## config.mk

```make
export PLATFORM = sky130hd
export DESIGN_NAME = canvas_write_scheduler
export DESIGN_NICKNAME = d
export VERILOG_FILES = /design/src/rtl/canvas_write_scheduler.sv
export SDC_FILE = /design/constraint.sdc
export NUM_CORES = 1
export LEC_CHECK = 0
export CAP_MARGIN = 20
export CORE_ASPECT_RATIO = 0.7
export CORE_MARGIN = 2
export CORE_UTILIZATION = 55
export CTS_BUF_LIST = sky130_fd_sc_hd__clkbuf_2 sky130_fd_sc_hd__clkbuf_4 sky130_fd_sc_hd__clkbuf_8
export CTS_CLUSTER_DIAMETER = 200
export DETAILED_ROUTE_END_ITERATION = 10
export HOLD_SLACK_MARGIN = 0.12
export PLACE_DENSITY = 0.94
export SLEW_MARGIN = 25
export SYNTH_ARGS = -nofsm -noshare
export SYNTH_HDL_FRONTEND = slang
export SYNTH_SLANG_ARGS = --single-unit
```

## constraint.sdc

```tcl
create_clock -name clk -period 3.6 [get_ports clk]
set_input_delay 0.54 -clock clk [delete_from_list [all_inputs] [get_ports clk]]
set_output_delay 0.54 -clock clk [all_outputs]
set_load 0.02 [all_outputs]
```

## src/rtl/canvas_write_scheduler.sv

```systemverilog
// canvas_write_scheduler
//   Single write-port scheduler for the drawing canvases. Merges freehand tool
//   pixels and an internal layer-clear sweep onto one registered write bus,
//   one pixel per cycle. During a clear the tool may win at most TOOL_BURST
//   consecutive slots before a clear slot is forced, so a clear always ends.
//
// Ports:
//   clk           system clock (CLOCK_50 domain)
//   reset         asynchronous, active-low reset
//   tool_valid    tool has a pixel to write
//   tool_x/y      tool pixel coordinates
//   tool_color    tool pixel color
//   tool_ready    tool pixel accepted when tool_valid && tool_ready
//   active_layer  selected layer, 1..4 valid; other values select nothing
//   layer_enable  per-canvas visibility, bit k gates layer k+1
//   clear_req     request a clear of active_layer
//   wr_en         one-hot canvas write strobe, bit k = canvas k+1 (registered)
//   wr_x/y        write coordinates (registered, held between writes)
//   wr_color      write color (registered, held between writes)
//   busy          clear in progress (CLEAR or DONE)
//   clear_done    one-cycle pulse at clear completion
module canvas_write_scheduler #(
    parameter int WIDTH       = 640,
    parameter int HEIGHT      = 480,
    parameter int TOOL_BURST  = 2,
    parameter int COLOR_WIDTH = 8,
    parameter logic [COLOR_WIDTH-1:0] COLOR_NONE = '0,
    localparam int XW = (WIDTH  > 1) ? $clog2(WIDTH)  : 1,
    localparam int YW = (HEIGHT > 1) ? $clog2(HEIGHT) : 1
) (
    input  logic                   clk,
    input  logic                   reset,
    input  logic                   tool_valid,
    input  logic [XW-1:0]          tool_x,
    input  logic [YW-1:0]          tool_y,
    input  logic [COLOR_WIDTH-1:0] tool_color,
    output logic                   tool_ready,
    input  logic [2:0]             active_layer,
    input  logic [3:0]             layer_enable,
    input  logic                   clear_req,
    output logic [3:0]             wr_en,
    output logic [XW-1:0]          wr_x,
    output logic [YW-1:0]          wr_y,
    output logic [COLOR_WIDTH-1:0] wr_color,
    output logic                   busy,
    output logic                   clear_done
);

    localparam int SW = $clog2(TOOL_BURST + 1);
    localparam logic [XW-1:0] X_LAST = XW'(WIDTH - 1);
    localparam logic [YW-1:0] Y_LAST = YW'(HEIGHT - 1);
    localparam logic [SW-1:0] BURST  = SW'(TOOL_BURST);

    typedef enum logic [1:0] {StIdle, StClear, StDone} state_t;

    state_t                   state_q, state_d;
    logic [2:0]               target_q, target_d;
    logic [XW-1:0]            cx_q, cx_d;
    logic [YW-1:0]            cy_q, cy_d;
    logic [SW-1:0]            streak_q, streak_d;
    logic [3:0]               wr_en_q, wr_en_d;
    logic [XW-1:0]            wr_x_q, wr_x_d;
    logic [YW-1:0]            wr_y_q, wr_y_d;
    logic [COLOR_WIDTH-1:0]   wr_color_q, wr_color_d;

    logic [3:0] tool_en;
    logic       tool_fire;

    // Layer number to canvas one-hot; out-of-range layers select nothing.
    function automatic logic [3:0] layer_onehot(input logic [2:0] layer);
        logic [3:0] oh;
        case (layer)
            3'd1:    oh = 4'b0001;
            3'd2:    oh = 4'b0010;
            3'd3:    oh = 4'b0100;
            3'd4:    oh = 4'b1000;
            default: oh = 4'b0000;
        endcase
        return oh;
    endfunction

    // Tool pixels only land on a visible, valid layer; otherwise they are dropped.
    assign tool_en    = layer_onehot(active_layer) & layer_enable;
    assign tool_ready = (state_q == StClear) ? (streak_q < BURST) : 1'b1;
    assign tool_fire  = tool_valid & tool_ready;

    always_comb begin
        state_d    = state_q;
        target_d   = target_q;
        cx_d       = cx_q;
        cy_d       = cy_q;
        streak_d   = streak_q;
        wr_en_d    = 4'b0000;
        wr_x_d     = wr_x_q;
        wr_y_d     = wr_y_q;
        wr_color_d = wr_color_q;

        case (state_q)
            StIdle, StDone: begin
                if (tool_fire && (tool_en != 4'b0000)) begin
                    wr_en_d    = tool_en;
                    wr_x_d     = tool_x;
                    wr_y_d     = tool_y;
                    wr_color_d = tool_color;
                end
                if (state_q == StDone) begin
                    state_d = StIdle;
                end else if (clear_req) begin
                    target_d = active_layer;
                    cx_d     = '0;
                    cy_d     = '0;
                    streak_d = '0;
                    // An invalid target still reports completion, with no writes.
                    state_d  = (layer_onehot(active_layer) != 4'b0000) ? StClear : StDone;
                end
            end

            StClear: begin
                if (tool_fire) begin
                    if (tool_en != 4'b0000) begin
                        wr_en_d    = tool_en;
                        wr_x_d     = tool_x;
                        wr_y_d     = tool_y;
                        wr_color_d = tool_color;
                    end
                    streak_d = streak_q + SW'(1);
                end else begin
                    // Clear writes ignore layer_enable: hidden layers are cleared too.
                    wr_en_d    = layer_onehot(target_q);
                    wr_x_d     = cx_q;
                    wr_y_d     = cy_q;
                    wr_color_d = COLOR_NONE;
                    streak_d   = '0;
                    if (cx_q == X_LAST) begin
                        cx_d = '0;
                        if (cy_q == Y_LAST) begin
                            state_d = StDone;
                        end else begin
                            cy_d = cy_q + YW'(1);
                        end
                    end else begin
                        cx_d = cx_q + XW'(1);
                    end
                end
            end

            default: state_d = StIdle;
        endcase
    end

    always_ff @(posedge clk or negedge reset) begin
        if (!reset) begin
            state_q    <= StIdle;
            target_q   <= 3'd0;
            cx_q       <= '0;
            cy_q       <= '0;
            streak_q   <= '0;
            wr_en_q    <= 4'b0000;
            wr_x_q     <= '0;
            wr_y_q     <= '0;
            wr_color_q <= COLOR_NONE;
        end else begin
            state_q    <= state_d;
            target_q   <= target_d;
            cx_q       <= cx_d;
            cy_q       <= cy_d;
            streak_q   <= streak_d;
            wr_en_q    <= wr_en_d;
            wr_x_q     <= wr_x_d;
            wr_y_q     <= wr_y_d;
            wr_color_q <= wr_color_d;
        end
    end

    assign wr_en      = wr_en_q;
    assign wr_x       = wr_x_q;
    assign wr_y       = wr_y_q;
    assign wr_color   = wr_color_q;
    assign busy       = (state_q != StIdle);
    assign clear_done = (state_q == StDone);

endmodule
```

---- Yosys cells after proc, flatten, opt, wreduce, memory -nomap -nowiden ----
Cells that the tools add are included.
storage, ports and cells
  bits in registers ....................... 57
  bits in latches ......................... 0
  bits in writable memories ............... 0
  bits in read-only memories .............. 0
  bits of input ports ..................... 38
  output and inout bits ................... 34
  logic and storage cells ................. 94
  memories ................................ 0
cells by class
  add/sub/neg operators ................... 3
  $mul .................................... 0
  div/mod/pow operators ................... 0
  magnitude comparators ................... 1
  eq/ne operators ......................... 21
  shifts and indexed selects .............. 0
  multiplexer cells ....................... 44
  bitwise operators ....................... 3
  reductions and logical operators ........ 13
operators by type and width
  cell                                            count
  two-way mux 9 bit                               8
  two-way mux 10 bit                              7
  case mux 10 bit (2 select lines)                2
  case mux 9 bit (2 select lines)                 2
  case mux 4 bit (4 select lines)                 2
  two-way mux 4 bit                               6
  two-way mux 8 bit                               3
  two-way mux 2 bit                               9
  case mux 8 bit (2 select lines)                 1
  == test 3 x 2 -> 1 bit (second input constant)  4
  adder 10 x 1 -> 10 bit (second input constant)  1
  == test 10 bit (second input constant)          1
  inequality test 2 bit (second input constant)   5
  adder 9 x 1 -> 9 bit (second input constant)    1
  == test 9 bit (second input constant)           1
  AND reduction 3 bit                             3
  case mux 2 bit (2 select lines)                 2
  case mux 4 bit (2 select lines)                 1
  AND reduction 4 bit                             2
  nonzero test 4 bit                              2
  == test 3 x 1 -> 1 bit (second input constant)  2
  == test 3 bit (second input constant)           2
  AND reduction 6 bit                             1
  bitwise AND 4 bit                               1
  other kinds (14)                                16

---- Depth between registers and ports, before layout ----
Gate-level depths: netlist of run 1.
  word-level depth ........................ 10
  gate-level depth with buffers ........... 8
  gate-level depth less buffers ........... 6

---- Least setup slack after synthesis of run 1 ----
No wires, ideal clock.
  path type ............................... flip-flop to flip-flop
  start point ............................. register cx_q[0]
  end point ............................... register cy_q[7]
  setup time .............................. 132 ps
  data arrival time ....................... 1777 ps
  data required time ...................... 3468 ps
  path slack .............................. 1691 ps
  cell stages (with the launch flop) ...... 8
  buffers on the path ..................... 1
  period minus slack after synthesis ...... 1909 ps
  cells stage by stage .................... dfrtp_1 -> ha_1 -> nand3_2 -> or4_4 -> buf_6 -> nor4_4 -> xnor2_1 -> nor2_1
between the ends
  cells in the longest elaborated chain, start to end .. 3
RTL lines
  element                                   line  RTL
  from (decl)                               58    logic [XW-1:0] cx_q, cx_d;
  from (signal assigned)                    155   cx_q <= '0;
  from (signal assigned)                    165   cx_q <= cx_d;
  == test 10 bit                            134   if (cx_q == X_LAST) begin
  inequality test 2 x 1 -> 1 bit (no line)  n/a
  AND reduction 6 bit (no line)             n/a
  to (signal assigned)                      166   cy_q <= cy_d;
  to (decl)                                 59    logic [YW-1:0] cy_q, cy_d;
Every way passes these cells.
A chain may end at the register's enable or synchronous reset.

---- Worst setup path in the final report of run 1 ----
  start point ............................. input port tool_valid
  end point ............................... register cy_q[1]
between the ends
  cells in the longest elaborated chain, start to end .. 3
RTL lines
  element                          line  RTL
  from (decl)                      33    input logic tool_valid,
  bitwise AND 1 bit                85    assign tool_fire = tool_valid & tool_ready;
  inequality test 2 bit (no line)  n/a
  AND reduction 6 bit (no line)    n/a
Every way passes these cells.

==> impl_results.md, run 1 <==
* Post-CTS Resized at 0
* Yosys warns at 0
* GRT Total Usage at 26.84%
* Flop2flop setup slack at 1.39 ns
* Tightest Hold Check Type: in2async
* Final Setup Violations at 0
* Crit path DAT at 2.77 ns
* Avg WL per Cell at 16.37 um
* Setup WS pre-CTS at 0.8048 ns
* Die ar. at 5860 sq um
* TritonCTS clock tree: built
* Final Max Tran Viols at 0
* Largest family of logic cells by synthesized area: simple AND/OR/NAND/NOR gates
* Detail Route Antenna Nets at 0
* Fmax at 0.3901 GHz
* Maximum Capacitance Violations at 0
* DR WL met2 at 3547 um
* CTS hold repair buffers at 0
* Total grt overflow at 0
* Initial Util at 56.15%
* Total placed cells including tap cells at 441
* Yosys top cell area share at 49.35%
* Syn_area_per_cell at 9.354 sq um
* Tightest Pin Transition at 0.8901 ns
* Core footprint at 5147 sq um
* Initial antenna violation count at 0
* Clock Latency Late Sink at 0.34 ns
* FF+latch count, synth at 57
* Status: finished clean
* WP data required at 3.81 ns
* Most common cell in the netlist: nand2_1
* Clock Pin Slew Worst Setup and Hold Paths at 0.06 ns
* # diodes at 0
* Port buffer count at 71
* HPWL after DPL at 5063 um
* RR Startpoint: cx_q[0]
* Post-Route WL at 7482 um
* PwrDens at 764.4 nW/um^2
* Final worst setup slack at 1.036 ns
* Syn Nets at 349
* Die Ht at 64.65 um
* Final Cycle Share at 71.21%
* VDD IR max at 0.4987 mV
* R2R cell count at 6
* Routability cong. at 0.8766
* Worst R2R End: cy_q[1]
* Clock share of power at 24.6%
* Logic pwr share at 42.5%
* Synth Flop Type: dfrtp_1
* # clock sinks at 57
* Core Rows at 22
* First drt pass iteration count at 7
* Simple-Gate Fraction of Synth Area at 23.12%
* # Post-CTS Setup Buffers at 0
* Asr flop ratio synth at 100.0%
* Setup TNS at 0 ns
* Clock Path Buffers at 2
* Nets at 420
* Post-synth top cells: nand2_1 (63), dfrtp_1 (57), o21ai_0 (32)
* Minimum clock period at 2.564 ns
* Clock H-tree levels at 3
* Compound-gate portion of the synthesized area at 13.46%
* Number of global-route vias before repair at 2547
* Syn Std Cell Area at 2890 sq um
* Root buf cell: clkbuf_8
* Lkg Pwr at 1.758 nW
* Clk_skew at 0.006159 ns
* Area growth from synthesis to layout at 35.15%
* Synth Instances at 309
* Proportion of layout cells with a drive suffix above 1 at 7.792%
* Post-synth EDFFs at 0
* Worst Setup Start Kind: primary input
* Mux cell area share after synthesis at 6.580%
* Sw frac at 37.96%
* Crit-path max FO at 12
* Largest area contributor in the netlist: dfrtp_1
* Register area share after synthesis at 49.35%
* CTS buffer count at 9
* Routed via count at 2642
* Top-Level Pins at 72
* DRC at 0
* Highest metal used: met4
* Hold Vio Cnt, Final at 0
* Sw Pwr at 1.133 mW
* Die X at 90.65 um
* Avg Vias per Cell at 5.781
* Top cells by area, synth: dfrtp_1 (49%), nand2_1 (8.2%), mux2i_1 (6.6%)
* Final core utilization at 75.89%
* Post-synth cell types at 42
* Global-route wire length before repair at 12120 um
* RSZ-0062 raised after global routing: false
* Fin cells at 457
* Largest net degree at the start of global routing at 37
* Max-slew headroom at 39.13%
* Adder-cell area share of the yosys netlist at 0.8658%
* Routed length on met1 at 3084 um
* Seq pwr share at 32.8%
* Internal Dissipation at 1.852 mW
* Detailed router's first-iteration violation count at 215
* Worst Setup End Kind: flop
* Post-synthesis xor/xnor area fraction at 3.333%
* Critical setup path kind: in2reg
* Met3 routed WL at 652 um
placed cells by master (no fill, tap or decap), types with 2 or more instances in the layout:
| cell type | n |
|---|---|
| o31ai_1 | 4 |
| nand4_1 | 4 |
| o21ai_0 | 32 |
| bufinv_16 | 3 |
| nor2_1 | 20 |
| nor3_1 | 6 |
| o21ai_1 | 6 |
| nor2b_1 | 6 |
| nand2b_1 | 5 |
| and2_1 | 2 |
| xor2_1 | 5 |
| o21bai_1 | 2 |
| xnor2_1 | 6 |
| and3_1 | 8 |
| ha_1 | 2 |
| a31oi_1 | 3 |
| nor4_2 | 2 |
| a21oi_1 | 8 |
| inv_1 | 3 |
| clkbuf_8 | 10 |
| mux2i_1 | 19 |
| o22ai_1 | 3 |
| a32oi_1 | 2 |
| clkdlybuf4s50_1 | 70 |
| nand3_1 | 8 |
| nand2_1 | 63 |
| nor4b_1 | 2 |
| dfrtp_1 | 57 |
| buf_4 | 6 |
registers in the layout (all words and copies together), names as in the netlist:
signal and cells:
cx_q 10, wr_x 10, cy_q 9, wr_y 9
wr_color 8, wr_en 4, target_q 3, state_q 2
streak_q 2
cell families (layout without fill, tap and decap cells):
group / Yosys count / count (layout)
fa+ha+maj: 2 / 2
flops: 57 / 57
simple gates: 134 / 134
xor+xnor: 11 / 11
buf+inv: 20 / 96
compound gates: 66 / 66
mux: 19 / 19
per-stage QoR:
step	hold slack (ns)	power, mW	instance area, sq um
floorplan	0.2444	1.708	2890
global placement	0.4600	2.184	3659
detailed placement	0.4732	2.229	3659
CTS	0.1579	2.990	3906
global route	0.1747	3.149	3906
finish	0.1452	2.986	3906
power groups by stage:
stage	clock [mW]	combinational [mW]	sequential, mW
floorplan	0	0.585	1.12
global placement	0	1.21	0.974
detailed placement	0	1.24	0.984
CTS	0.747	1.27	0.978
global route	0.777	1.37	1.00
finish	0.735	1.27	0.981
worst max-delay path: stages:
cell             delay (ns)
clkdlybuf4s50_1        0.62
nor2b_1                0.53
a21o_1                 0.44
nor2_1                 0.28
o21bai_1               0.23
o21ai_0                0.13
how the worst max path moves through the flow:
| stage | start | cells after the start | to |
|---|---|---|---|
| detailed placement | tool_valid | 6 | cy_q[0] |
| global placement | tool_valid | 6 | wr_color[6] |
| CTS | tool_valid | 6 | cy_q[1] |
| finish | tool_valid | 6 | cy_q[1] |
| floorplan | cx_q[0] | 7 | cy_q[7] |
| global route | tool_valid | 7 | wr_color[0] |
layout make-up:
class,count,area [sq um]
well taps,72,90.09
fillers,346,1241
repair buffers,77,750.7
multi-input cells,232,1380
clock buffers,11,145.1
inverters,3,11.26
clock inverters,5,102.6
flip-flops and latches,57,1426
per-layer routing:
metal | GRT usage [%] | up-vias
met3 | 9.419 | 25
met2 | 45.34 | 134
li1 | - | 1227
met5 | 0 | -
met4 | 8.846 | 0
met1 | 32.59 | 1256
(Power assumes the default switching activity.)
==> run 2, diff against run 1 <==
--- a/config.mk
+++ b/config.mk
@@ -8,12 +8,12 @@
 export CAP_MARGIN = 20
 export CORE_ASPECT_RATIO = 0.7
 export CORE_MARGIN = 2
-export CORE_UTILIZATION = 55
+export CORE_UTILIZATION = 51
 export CTS_BUF_LIST = sky130_fd_sc_hd__clkbuf_2 sky130_fd_sc_hd__clkbuf_4 sky130_fd_sc_hd__clkbuf_8
 export CTS_CLUSTER_DIAMETER = 200
 export DETAILED_ROUTE_END_ITERATION = 10
 export HOLD_SLACK_MARGIN = 0.12
-export PLACE_DENSITY = 0.94
+export PLACE_DENSITY = 0.88
 export SLEW_MARGIN = 25
 export SYNTH_ARGS = -nofsm -noshare
 export SYNTH_HDL_FRONTEND = slang
==> constraint.sdc (replaced) <==
create_clock -name clk -period 2.4 [get_ports clk]
set_input_delay 0.36 -clock clk [delete_from_list [all_inputs] [get_ports clk]]
set_output_delay 0.36 -clock clk [all_outputs]
set_load 0.02 [all_outputs]
==> run 2 against run 1 <==
Effect of this change: sequential share of layout area down 0.90 points; setup slack worse by 0.90 ns; final area up 2.5%; critical path depth down 2; first-iteration DRC count down 4.2%.
==> impl_results.md, run 2 (synthesis gave the netlist of run 1 again) <==
* Critical setup path kind: reg2out (was in2reg)
* Clock H-tree levels at 3 (unchanged)
* Port buffer count at 71 (unchanged)
* Detail Route Antenna Nets at 0 (unchanged)
* CP top delay family: buffers and inverters (was simple AND/OR/NAND/NOR gates)
* Top-Level Pins at 72 (unchanged)
* Worst Setup Start Kind: flop (was primary input)
* Seq pwr share at 32.6% (was 32.8%)
* Initial Util at 54.12% (was 56.15%)
* HPWL after DPL at 5133 um (was 5063 um)
* First drt pass iteration count at 4 (was 7)
* Root buf cell: clkbuf_8 (unchanged)
* PwrDens at 1128 nW/um^2 (was 764.4 nW/um^2)
* Setup TNS at 0 ns (unchanged)
* Number of global-route vias before repair at 2492 (was 2547)
* Clock Pin Slew Worst Setup and Hold Paths at 0.07 ns (was 0.06 ns)
* CTS buffer count at 9 (unchanged)
* RSZ-0062 raised after global routing: false (unchanged)
* Nets at 431 (was 420)
* Die X at 93.98 um (was 90.65 um)
* Die ar. at 6295 sq um (was 5860 sq um)
* Final Cycle Share at 94.23%
* Tightest Hold Check Type: in2async (unchanged)
* Slowest Stage Delay on Critical Path at 0.60 ns (was 0.62 ns)
* Crit-path max FO at 11 (was 12)
* TritonCTS clock tree: built (unchanged)
* Final Max Tran Viols at 0 (unchanged)
* # clock sinks at 57 (unchanged)
* Post-Route WL at 7130 um (was 7482 um)
* GRT Total Usage at 25.12% (was 26.84%)
* # Post-CTS Setup Buffers at 0 (unchanged)
* Sw frac at 38.66% (was 37.96%)
* Post-CTS Resized at 0 (unchanged)
* Lkg Pwr at 1.816 nW (was 1.758 nW)
* Hold Vio Cnt, Final at 0 (unchanged)
* Multi-input combinational cell area at 1380 sq um (unchanged)
* Flop2flop setup slack at 0.31 ns (was 1.39 ns)
* Setup WS pre-CTS at 0.02316 ns (was 0.8048 ns)
* Avg WL per Cell at 15.24 um (was 16.37 um)
* Clk_skew at 0.008042 ns (was 0.006159 ns)
* Logic pwr share at 45.0% (was 42.5%)
* Max-slew headroom at 35.01% (was 39.13%)
* Status: finished clean (unchanged)
* Final Setup Violations at 0 (unchanged)
* Sw Pwr at 1.747 mW (was 1.133 mW)
* Routed via count at 2608 (was 2642)
* WP data required at 2.04 ns (was 3.81 ns)
* Clock Latency Late Sink at 0.35 ns (was 0.34 ns)
* Minimum clock period at 2.262 ns
* Global-route wire length before repair at 11870 um (was 12120 um)
* Maximum Capacitance Violations at 0 (unchanged)
* VDD IR max at 0.6900 mV (was 0.4987 mV)
* Avg Vias per Cell at 5.573 (was 5.781)
* Routability cong. at 0.9751 (was 0.8766)
* Worst Setup End Kind: primary output (was flop)
* Area growth from synthesis to layout at 38.57% (was 35.15%)
* CTS hold repair buffers at 0 (unchanged)
* Internal Dissipation at 2.771 mW (was 1.852 mW)
* # diodes at 0 (unchanged)
* Slowest library cell on the worst path: clkdlybuf4s50_1 (unchanged)
* Final core utilization at 75.00% (was 75.89%)
* RR Startpoint: state_q[0] (was cx_q[0])
* Layout filler cell count at 384 (was 346)
* Core footprint at 5340 sq um (was 5147 sq um)
* Clock Path Buffers at 2 (unchanged)
* Most frequent cells in the layout: clkdlybuf4s50_1 (70), nand2_1 (63), dfrtp_1 (57) (unchanged)
* Initial antenna violation count at 0 (unchanged)
* Die Ht at 66.99 um (was 64.65 um)
* Total grt overflow at 0 (unchanged)
* Largest net degree at the start of global routing at 58 (was 37)
* Crit path from: state_q[0] (was tool_valid)
* Clock share of power at 22.4% (was 24.6%)
* Tightest Pin Transition at 0.9502 ns (was 0.8901 ns)
* Final worst setup slack at 0.1384 ns (was 1.036 ns)
* Number of buffers and inverters on the critical path at 2 (was 1)
* Worst path cell trace: nor2b_1, buf_4, nand2_1, clkdlybuf4s50_1 (was clkdlybuf4s50_1, nor2b_1, a21o_1, nor2_1, o21bai_1, o21ai_0)
* Detailed router's first-iteration violation count at 206 (was 215)
* Commonest non-fill, non-tap cell in the layout: clkdlybuf4s50_1 (unchanged)
* Fmax at 0.4422 GHz
* Core Rows at 22 (unchanged)
* Proportion of layout cells with a drive suffix above 1 at 10.35% (was 7.792%)
* Storage cell area at 1426 sq um (unchanged)
* Crit path DAT at 1.90 ns (was 2.77 ns)
* DRC at 0 (unchanged)
-- run 2: power groups by stage --
stage	combinational, mW	clock [mW]	sequential, mW
4_1_cts	2.04	1.03	1.47
2_1_floorplan	0.878	0	1.68
5_1_grt	2.22	1.07	1.51
3_5_place_dp	2.03	0	1.49
6_report	2.03	1.01	1.47
3_3_place_gp	1.97	0	1.47
-- run 2: area by class of cell --
class	count	area share (%)
sequential	57	35.61
clock inverter	7	2.562
inverter	3	0.2812
multi-input combinational	232	34.46
timing repair buffer	88	21.74
clock buffer	9	3.093
tap	72	2.249
-- run 2: metrics by stage --
stage          hold slack [ns]  cell area, sq um  total power, mW  instances
2_1_floorplan          0.06441              2890            2.562        309
6_report                0.1326              4005            4.518        468
3_3_place_gp            0.4613              3779            3.438        452
3_5_place_dp            0.4821              3779            3.520        452
4_1_cts                 0.1596              4005            4.540        468
5_1_grt                 0.2000              4005            4.804        468
-- run 2: worst reg2reg max path, cell delays in order, from the launching register on --
cell,delay [ns]
dfrtp_1,0.50
and2_1,0.22
a2111oi_0,0.75
a311oi_4,0.10
buf_12,0.21
nand2_1,0.09
o21ai_0,0.09
-- run 2: final timing paths --
kind / end / depth (start not counted)
setup / recovery: tool_ready / 4
setup reg to reg: wr_color[5] / 6
max in group asynchronous: wr_x[0] / 2
hold reg to reg: wr_y[0] / 2
min in group clk: wr_y[0] / 2
hold / removal: wr_y[3] / 2
-- run 2: routing by layer --
| metal | track usage (%) | vias to the layer above | part of all wire (%) |
|---|---|---|---|
| li1 | - | 1255 | - |
| met1 | 34.16 | 1247 | 46 |
| met2 | 37.68 | 90 | 45 |
| met3 | 7.353 | 16 | 7.1 |
| met4 | 10.51 | 0 | 1.9 |
| met5 | 0 | - | 0 |
==> run 3, diff against run 2 <==
--- a/config.mk
+++ b/config.mk
@@ -6,14 +6,17 @@
 export NUM_CORES = 1
 export LEC_CHECK = 0
 export CAP_MARGIN = 20
+export CELL_PAD_IN_SITES_DETAIL_PLACEMENT = 2
+export CELL_PAD_IN_SITES_GLOBAL_PLACEMENT = 2
 export CORE_ASPECT_RATIO = 0.7
 export CORE_MARGIN = 2
-export CORE_UTILIZATION = 51
+export CORE_UTILIZATION = 31
 export CTS_BUF_LIST = sky130_fd_sc_hd__clkbuf_2 sky130_fd_sc_hd__clkbuf_4 sky130_fd_sc_hd__clkbuf_8
 export CTS_CLUSTER_DIAMETER = 200
 export DETAILED_ROUTE_END_ITERATION = 10
 export HOLD_SLACK_MARGIN = 0.12
-export PLACE_DENSITY = 0.88
+export MAX_ROUTING_LAYER = met4
+export PLACE_DENSITY = 0.85
 export SLEW_MARGIN = 25
 export SYNTH_ARGS = -nofsm -noshare
 export SYNTH_HDL_FRONTEND = slang
==> run 3 against run 2 <==
Effect of this change: wire length is 57% higher; sequential share of layout area fell by 1.2 points; utilization fell by 29 points; via count increased by 6.6%; clock power shrank 9%; clock-buffer cell count grew 2; sequential power barely moved; first-iteration DRC count decreased by 20%; total power is 3.4% higher; worst hold slack gained 0.35 ns; combinational power rose by 11%; maximum frequency is essentially flat.
==> impl_results.md, run 3 (synthesis gave the netlist of run 1 again) <==
* Logic pwr share at 48.4% (was 45.0%)
* Final Max Tran Viols at 0 (unchanged)
* Tightest Hold Check Type: reg2reg (was in2async)
* Layout filler cell count at 968 (was 384)
* TritonCTS clock tree: built (unchanged)
* Die ar. at 10120 sq um (was 6295 sq um)
* Die Ht at 84.79 um (was 66.99 um)
* Hold Vio Cnt, Final at 0 (unchanged)
* Fmax at 0.4425 GHz (was 0.4422 GHz)
* Detailed router's first-iteration violation count at 164 (was 206)
* Post-Route WL at 11160 um (was 7130 um)
* First drt pass iteration count at 4 (unchanged)
* Initial antenna violation count at 0 (unchanged)
* Initial Util at 31.86% (was 54.12%)
* Internal Dissipation at 2.728 mW (was 2.771 mW)
* Clock Path Buffers at 2 (unchanged)
* Avg WL per Cell at 21.05 um (was 15.24 um)
* Routability cong. at 0.8202 (was 0.9751)
* Area growth from synthesis to layout at 43.55% (was 38.57%)
* Clock Pin Slew Worst Setup and Hold Paths at 0.07 ns (about the same)
* Minimum clock period at 2.260 ns (was 2.262 ns)
* VDD IR max at 0.4913 mV (was 0.6900 mV)
* Commonest non-fill, non-tap cell in the layout: clkdlybuf4s50_1 (unchanged)
* Crit-path max FO at 15 (was 11)
* Status: finished clean (unchanged)
* Crit path DAT at 1.90 ns (about the same)
* Core footprint at 9071 sq um (was 5340 sq um)
* Nets at 441 (was 431)
* Worst Setup Start Kind: flop (unchanged)
* Worst Setup End Kind: primary output (unchanged)
* Met2 Use GR at 38.51% (was 37.68%)
* Global-route wire length before repair at 17970 um (was 11870 um)
* Routed via count at 2779 (was 2608)
* Lkg Pwr at 1.847 nW (was 1.816 nW)
* Gr busiest metal: met2 (unchanged)
* Total grt overflow at 0 (unchanged)
* Tightest Pin Transition at 0.8575 ns (was 0.9502 ns)
* Number of global-route vias before repair at 3120 (was 2492)
* Port buffer count at 71 (unchanged)
* Detail Route Antenna Nets at 0 (unchanged)
* Final Setup Violations at 0 (unchanged)
* Met1 Use GR at 30.06% (was 34.16%)
* GRT Total Usage at 23.96% (was 25.12%)
* Maximum Capacitance Violations at 0 (unchanged)
* Core Rows at 29 (was 22)
* # diodes at 0 (unchanged)
* Final Cycle Share at 94.17% (was 94.23%)
* Largest net degree at the start of global routing at 34 (was 58)
* Clock share of power at 19.7% (was 22.4%)
* HPWL after DPL at 7699 um (was 5133 um)
* Avg Vias per Cell at 5.243 (was 5.573)
* WP data required at 2.04 ns (about the same)
* RSZ-0062 raised after global routing: false (unchanged)
* CTS buffer count at 9 (unchanged)
* Top-Level Pins at 72 (unchanged)
* DRC at 0 (unchanged)
* Clk_skew at 0.007248 ns (was 0.008042 ns)
* Critical setup path kind: reg2out (unchanged)
* PwrDens at 1126 nW/um^2 (was 1128 nW/um^2)
* Sw Pwr at 1.945 mW (was 1.747 mW)
* # clock sinks at 57 (unchanged)
* Seq pwr share at 31.9% (was 32.6%)
* Max-slew headroom at 42.83% (was 35.01%)
* Hold WS at 0.4867 ns (was 0.1326 ns)
* Sw frac at 41.62% (was 38.66%)
* Met3 Use GR at 5.571% (was 7.353%)
* Die X at 119.4 um (was 93.98 um)
* Clock H-tree levels at 3 (unchanged)
* Most frequent cells in the layout: clkdlybuf4s50_1 (70), nand2_1 (62), dfrtp_1 (56) (was clkdlybuf4s50_1 (70), nand2_1 (63), dfrtp_1 (57))
* Clock Latency Late Sink at 0.35 ns (about the same)
* Final Power at 4.673 mW (was 4.518 mW)
* Root buf cell: clkbuf_8 (unchanged)
* Proportion of layout cells with a drive suffix above 1 at 13.55% (was 10.35%)
run 3: layer usage:
metal / part of all wire [%] / up-vias / routed length, um
met4: 1.1 / 0 / 119
met5: 0 / - / 0
met3: 4.6 / 13 / 517
li1: - / 1275 / -
met1: 46 / 1420 / 5104
met2: 49 / 71 / 5418
run 3: final cells by class:
| cell class | instances | area, sq um | area share, % |
|---|---|---|---|
| Sequential cell | 57 | 1428 | 34.41 |
| Multi-Input combinational cell | 233 | 1423 | 34.29 |
| Timing Repair Buffer | 97 | 932.1 | 22.47 |
| Tap cell | 124 | 155.1 | 3.739 |
| Clock buffer | 11 | 145.1 | 3.498 |
| Clock inverter | 5 | 55.05 | 1.327 |
| Inverter | 3 | 11.26 | 0.2714 |
run 3: path summary, 6_finish.rpt:
kind	from	to	slack, ns	depth (start not counted)
worst max-delay path	state_q[0]	tool_ready	0.14	4
worst min-delay path	streak_q[0]	streak_q[0]	0.49	1
worst max register to register	cx_q[0]	cy_q[7]	0.26	6
worst min register to register	streak_q[0]	streak_q[0]	0.49	1
max in group asynchronous	reset	cy_q[7]	1.11	3
min in group asynchronous	reset	wr_en[0]	0.57	2
run 3: power by group through the flow:
stage / clock network [mW] / logic, mW / registers (mW)
3_3_place_gp: 0 / 2.05 / 1.48
3_5_place_dp: 0 / 2.17 / 1.50
5_1_grt: 0.980 / 2.46 / 1.54
2_1_floorplan: 0 / 0.878 / 1.68
6_report: 0.919 / 2.26 / 1.49
4_1_cts: 0.937 / 2.24 / 1.49
run 3: through the flow:
step                      cells  cell area, sq um  utilization (%)  setup TNS [ns]  setup slack, ns
final                       530              4149            45.74               0           0.1400
after global routing        530              4149            45.74               0          0.04792
after CTS                   529              4118            45.39               0         0.005907
after detailed placement    511              3886            42.84          -8.897          -0.4371
after global placement      511              3886            42.84          -3.570          -0.1869
after floorplan             309              2890                -               0           0.4913
run 3: worst max-delay path, stage by stage, from the launching register on:
cell	delay (ns)
dfrtp_2	0.47
nor2b_2	0.24
buf_6	0.20
nand2_1	0.08
clkdlybuf4s50_1	0.55
run 3: repair_timing:
item / 4_1_cts / 5_1_grt
endpoints found under the setup margin: 17 / 4
pin swaps: 1 / 1
buffers inserted: 0 / 1
gates cloned: 1 / 0
hold endpoints to repair: 23 / 0
hold buffers: 1 / 0
gates resized for setup: 2 / 5
